<file path="config.mk">
export PLATFORM = sky130hd
export DESIGN_NAME = timer_bank
export DESIGN_NICKNAME = d
export VERILOG_FILES = /design/src/rtl/timer_bank.sv
export SDC_FILE = /design/constraint.sdc
export NUM_CORES = 1
export LEC_CHECK = 0
export BUFFER_PORTS_ARGS = -buffer_cell sky130_fd_sc_hd__buf_4
export CAP_MARGIN = 40
export CORE_AREA = 2 2 191 193
export CTS_CLUSTER_SIZE = 40
export DETAILED_ROUTE_END_ITERATION = 16
export DIE_AREA = 0 0 193 195
export PLACE_DENSITY = 0.64
export SLEW_MARGIN = 20
export SYNTH_ARGS = -nofsm -noshare
export SYNTH_HDL_FRONTEND = slang
export SYNTH_SLANG_ARGS = --single-unit
</file>
<file path="constraint.sdc">
create_clock -name clk -period 2.9 [get_ports clk]
set_input_delay 0.145 -clock clk [delete_from_list [all_inputs] [get_ports clk]]
set_output_delay 0.145 -clock clk [all_outputs]
set_load 0.02 [all_outputs]
</file>
<file path="src/rtl/timer_bank.sv">
// timer_bank: bank of independent count/compare timers sharing one tick.
// Define TIMER_PRESCALE_EN to build the shared prescaler; otherwise tick every cycle.
module timer_bank #(
   parameter int WIDTH          = 32,
   parameter int CHANNELS       = 4,
   parameter int PRESCALE_WIDTH = 8
) (
   input  logic                        clk,
   input  logic                        rst_n,
   input  logic [CHANNELS-1:0]         enable,
   input  logic [CHANNELS-1:0]         oneshot,
   input  logic [CHANNELS-1:0]         restart,
   input  logic [CHANNELS*WIDTH-1:0]   compare,
   input  logic [PRESCALE_WIDTH-1:0]   prescale,
   input  logic [CHANNELS-1:0]         irq_ack,
   output logic [CHANNELS*WIDTH-1:0]   count,
   output logic [CHANNELS-1:0]         match,
   output logic [CHANNELS-1:0]         irq,
   output logic [CHANNELS-1:0]         done
);

   logic tick;

`ifdef TIMER_PRESCALE_EN
   logic [PRESCALE_WIDTH-1:0] pre_cnt;

   // >= rather than == so a lowered prescale cannot strand the counter
   assign tick = (pre_cnt >= prescale);

   always_ff @(posedge clk or negedge rst_n) begin
      if (!rst_n) begin
         pre_cnt <= '0;
      end else if (tick) begin
         pre_cnt <= '0;
      end else begin
         pre_cnt <= pre_cnt + PRESCALE_WIDTH'(1);
      end
   end
`else
   logic unused_prescale;

   assign tick            = 1'b1;
   assign unused_prescale = ^prescale;
`endif

   for (genvar i = 0; i < CHANNELS; i++) begin : g_ch
      logic [WIDTH-1:0] cnt;
      logic [WIDTH-1:0] cmp;
      logic [WIDTH-1:0] cmp_last;
      logic             adv;
      logic             wrap;
      logic             m_q;
      logic             irq_q;
      logic             done_q;

      assign cmp      = compare[i*WIDTH +: WIDTH];
      // compare of 0 behaves as 1: last value is 0 either way
      assign cmp_last = (cmp == '0) ? '0 : cmp - WIDTH'(1);
      assign adv      = tick & enable[i] & ~done_q & ~restart[i];
      assign wrap     = adv & (cnt >= cmp_last);

      always_ff @(posedge clk or negedge rst_n) begin
         if (!rst_n) begin
            cnt    <= '0;
            m_q    <= 1'b0;
            irq_q  <= 1'b0;
            done_q <= 1'b0;
         end else begin
            m_q   <= wrap;
            irq_q <= wrap | (irq_q & ~irq_ack[i]);
            if (restart[i]) begin
               cnt    <= '0;
               done_q <= 1'b0;
            end else if (wrap) begin
               cnt    <= '0;
               done_q <= oneshot[i];
            end else if (adv) begin
               cnt <= cnt + WIDTH'(1);
            end
         end
      end

      assign count[i*WIDTH +: WIDTH] = cnt;
      assign match[i]                = m_q;
      assign irq[i]                  = irq_q;
      assign done[i]                 = done_q;
   end

endmodule

</file>
Yosys cells after proc, flatten, opt, wreduce, memory -nomap -nowiden
Cells that the tools add are included.

Shifts and indexed selects: 0. Bitwise operators: 32. Divide/modulo/power cells: 0. Equality and inequality tests: 0. Add/sub/neg operators: 8. $lt $le $gt $ge: 4. Multiply operators: 0. Multiplexer cells: 24. Reductions and logical operators: 12.

Operators by type and width (count): 2-to-1 mux 32 bit (16); adder 32 x 1 -> 32 bit, second input constant (4); >= comparator 32 bit (4); logical NOT 32 bit (4); subtractor 32 x 1 -> 32 bit, second input constant (4); bitwise AND 1 bit (16); NOT 1 bit (12); nonzero test 3 bit (4); 2-to-1 mux 1 bit (8); nonzero test 2 bit (4); bitwise OR 1 bit (4).

Memories: 0. Logic and storage cells: 96. RAM bits: 0. Bits in read-only memories: 0. Input port bits: 154. Bits in latches: 0. Register bits: 140.

Depth between registers and ports, before layout
Depth after elaboration: 6. Mapped depth: 19. Depth with buffers taken out: 16.

Worst setup path before layout
Ideal clock, no wire load.

Path type: input-to-reg. Start: input compare[111]. End: register g_ch[3].cnt[20]. Slack: -1344 ps. Required time: 2828 ps. Arrival time: 4171 ps. Stages on the path: 16. Library setup time: 72 ps. Path through: or4_1 -> nor4_1 -> or3b_1 -> nand2b_1 -> clkbuf_1 -> clkbuf_1 -> nand2_1 -> ha_1 -> and4_1 -> a221o_1 -> a2111oi_0 -> a21boi_1 -> o21bai_1 -> clkbuf_1 -> buf_1 -> nor2_1.

Cells in the longest elaborated chain, start to end: 6. Elaborated cells between the ends (all ways): 8.

RTL lines: start, declared (line 13) `input logic [CHANNELS*WIDTH-1:0] compare,`; subtractor 32 x 1 -> 32 bit or logical NOT 32 bit (tied branches) (line 58) `assign cmp_last = (cmp == '0) ? '0 : cmp - WIDTH'(1);`; 2-to-1 mux 32 bit (*) (line 58); >= comparator 32 bit (*) (line 60) `assign wrap = adv & (cnt >= cmp_last);`; bitwise AND 1 bit (*) (line 60); 2-to-1 mux 32 bit (line 74) `end else if (wrap) begin`; 2-to-1 mux 32 bit (line 71) `if (restart[i]) begin`; end signal, assigned (line 78) `cnt <= cnt + WIDTH'(1);`; end, declared (line 47) `logic [WIDTH-1:0] cnt;`.

Every way passes the cells marked *; elsewhere a longest branch is shown, timed or not. A chain may end at the register's enable or synchronous reset.

Worst setup path after layout
Start: input compare[109]. End: register g_ch[3].cnt[12].

The elaborated chain is that of the path after synthesis.

==> qor.yml <==
layout:
  multi_input_area_mm2: 0.00974
  nFillCells: 3192
  drive_gt1_frac: 0.389
  area_growth_pct: 57.2
  regArea_mm2: 0.00350
  insertedDiodeCount: 0
  nNetsFinal: 2376
critical_path:
  critPathKind: "in2reg"
  path_cells: "buf_6 -> or4_4 -> nor4_4 -> or3b_4 -> nand2b_4 -> nor2_4 -> xor2_1 -> nand2_1 -> ha_4 -> and4_1 -> a221o_1 -> a2111oi_4 -> a21boi_4 -> o21bai_4 -> clkbuf_16 -> nor2_4"
  crit_family: "simple AND/OR/NAND/NOR gates"
  crit_path_end_kind: "flip-flop"
  cp_common_cell: "nor2_4"
  critPathLaunchType: "input pin"
  crit_fanout: 7
  cp_data_required_time_ps: 3250
  max_stage_delay_ps: 550
  critPathSlowestCell: "or4_4"
  crit_arrival_ps: 3930
  path_buf_inv: 2
cts:
  htreeDepth: 4
  cts.sinks: 140
  cts-root-buf: "clkbuf_16"
  cts_buffers: 17
  cts_buffer_depth: 2
  cts.clk_slew.worst_paths_ps: 60
  cts_tree: "built"
  clkLatencyLatePin_ps: 420
global_route:
  track_usage: 0.211
  first_global_vias: 13000
  grt-ovfl-total: 0
  grt_pass1_wl_um: 64800
  grt_antenna_before_repair: 0
  grt_max_degree: 60
timing:
  drv_slew: 0
  rsz0062_at_grt: "yes"
  timing.fmax_mhz: 279
  finClkSkew_ps: 16.0
  period_share: 1.24
  layout_setup_ws_ps: -684
  worst_pin_slew_ps: 747
  post-route-min-period_ps: 3580
  fin_hold_ws_ps: 28.0
  setup_viol: 140
  max_slew_margin: 0.501
  hold_violations: 0
pwr:
  internal_power_mw: 3.81
  pwr-share-clk: 0.427
  power_frac_seq: 0.377
  switching_share: 0.274
  power-per-cell-area_mw_per_mm2: 271
  peakVddDrop_v: 0.000329
  p_switching_mw: 1.44
  combinationalPowerShare: 0.196
  leakage_nw: 9.33
outcome:
  outcome: "finished, violations left"
  violations: "setup timing"
synthesis:
  synth_cell_types: 60
  synth_edf_count: 0
  synth_warnings: 0
  synth-async-reset-ratio: 1.00
  synthFlopType: "dfrtp_1"
  syn-cell-area_mm2: 0.0123
  ys_ff_latch: 140
  yosysSeqAreaShare: 0.284
  synthCells: 1516
  syn_nets: 1810
  syn_area_per_cell_um2: 8.13
place:
  dp_hpwl_um: 31300
  pre_cts_ws_ps: -1300
  io_buffers: 285
  gp_congestion: 0.916
floorplan:
  start_util: 0.348
  coreArea_mm2: 0.0354
  row_count: 69
  fp.dieH_um: 195
  io_pins: 294
  die_w_um: 193
  dieArea_mm2: 0.0376
routing:
  ant_nets: 0
  post-route-drc-count: 0
  drt_first_pass_iters: 5
  route.vias.total: 13100
  vias_per_cell: 5.13
  drtIter0Drc: 761
  wirelength_um: 41400
  wl_per_cell_um: 16.2
flow_run:
  drv_cap: 0
min_path:
  hold_class: "in2reg"
==> cell usage after synthesis, drive strengths merged (17+ instances only) <==
cell    number  area share
and3        21       0.011
nor4        36       0.018
nand2b      18      0.0091
a21o        19       0.012
nand2      231       0.070
clkbuf      31      0.0094
ha         140        0.14
or4         21       0.013
and4        17       0.012
o21ai       17      0.0069
nand3       65       0.027
inv         35       0.011
nor2       212       0.065
nor3        56       0.023
nand4       46       0.023
xnor2       78       0.055
dfrtp      140        0.28
a21oi       51       0.021
xor2       139       0.099
==> what timing repair did <==
item	CTS	global route
hold buffers	11	1
buffers inserted	22	12
setup endpoints to repair	140	140
resized for setup	113	139
cloned	10	3
pin swaps	55	49
endpoints found under the hold margin	73	1
==> layout by cell type, fill, tap and decap left out, types with 8 or more instances in the layout <==
master / count
a21o_1: 19
and3_1: 19
nand2b_1: 12
nand4_1: 46
ha_4: 12
nor2b_1: 15
buf_12: 9
buf_4: 530
a21oi_2: 9
xor2_1: 138
nand3b_1: 10
nand3_1: 58
or4_4: 10
nor2_2: 48
inv_1: 35
nor4_1: 24
ha_1: 128
nor2_4: 28
dlygate4sd3_1: 12
nand2_2: 8
nand2_1: 220
a21oi_1: 40
dfrtp_1: 140
xnor2_1: 75
nor2_1: 136
or4_1: 11
buf_6: 30
nor3_1: 47
clkbuf_16: 21
and4_1: 14
o21ai_0: 9
nor4_4: 10
==> registers in the layout, indices dropped and copies added (netlist names) <==
signal	flops
g_ch.m_q	4
g_ch.cnt	128
g_ch.irq_q	4
g_ch.done_q	4
==> power groups by stage <==
stage	clock network, mW	logic [mW]	registers [mW]
2_1_floorplan	0	0.335	2.02
3_3_place_gp	0	0.860	2.01
3_5_place_dp	0	0.882	2.01
4_1_cts	2.30	0.973	1.98
5_1_grt	2.40	1.12	1.98
6_report	2.24	1.03	1.98
==> per-stage QoR <==
step | area, um2 | TNS (ps) | total power, mW | instances | utilization
2_1_floorplan | 12800 | -92590 | 2.36 | 1516 | -
3_5_place_dp | 17100 | -154140 | 2.89 | 2469 | 0.482
6_report | 19400 | -76630 | 5.25 | 2556 | 0.547
5_1_grt | 19400 | -93630 | 5.49 | 2556 | 0.547
4_1_cts | 18600 | -66140 | 5.25 | 2543 | 0.527
3_3_place_gp | 17100 | -144890 | 2.87 | 2469 | 0.482
==> final timing paths <==
path,from,endpoint,slack [ps],depth (start not counted)
max,compare[109],g_ch[3].cnt[12],-680,16
min,enable[2],g_ch[2].done_q,30,3
max reg2reg,g_ch[2].cnt[0],g_ch[2].cnt[8],210,11
min reg2reg,g_ch[2].irq_q,g_ch[2].irq_q,480,1
max in group asynchronous,rst_n,g_ch[0].cnt[2],1820,3
min in group asynchronous,rst_n,g_ch[1].cnt[25],250,2
==> layer usage <==
metal  GRT usage  vias to the layer above  share of wire
met1       0.271                     6248           0.43
met2       0.365                      360           0.49
met5           0                        -              0
met3      0.0358                       45          0.057
li1            -                     6472              -
met4      0.0502                        0          0.017
==> tightest hold or removal path: stages <==
cell and delay (ps):
buf_4 120, nand3b_1 70, a21oi_1 60
==> kinds of logic after synthesis <==
logic type / Yosys count / synth area share
mux: 2 / 0.00173
flops: 140 / 0.284
compound gates: 147 / 0.0795
simple gates: 789 / 0.310
buf+inv: 81 / 0.0283
xor+xnor: 217 / 0.154
fa+ha+maj: 140 / 0.142
==> final cells by class <==
cell class,count,share of cell area
Sequential cell,140,0.181
Inverter,35,0.00678
Clock inverter,13,0.00801
Tap cell,461,0.0298
Multi-Input combinational cell,1298,0.503
Timing Repair Buffer,590,0.249
Clock buffer,19,0.0229
(Power assumes the default switching activity.)
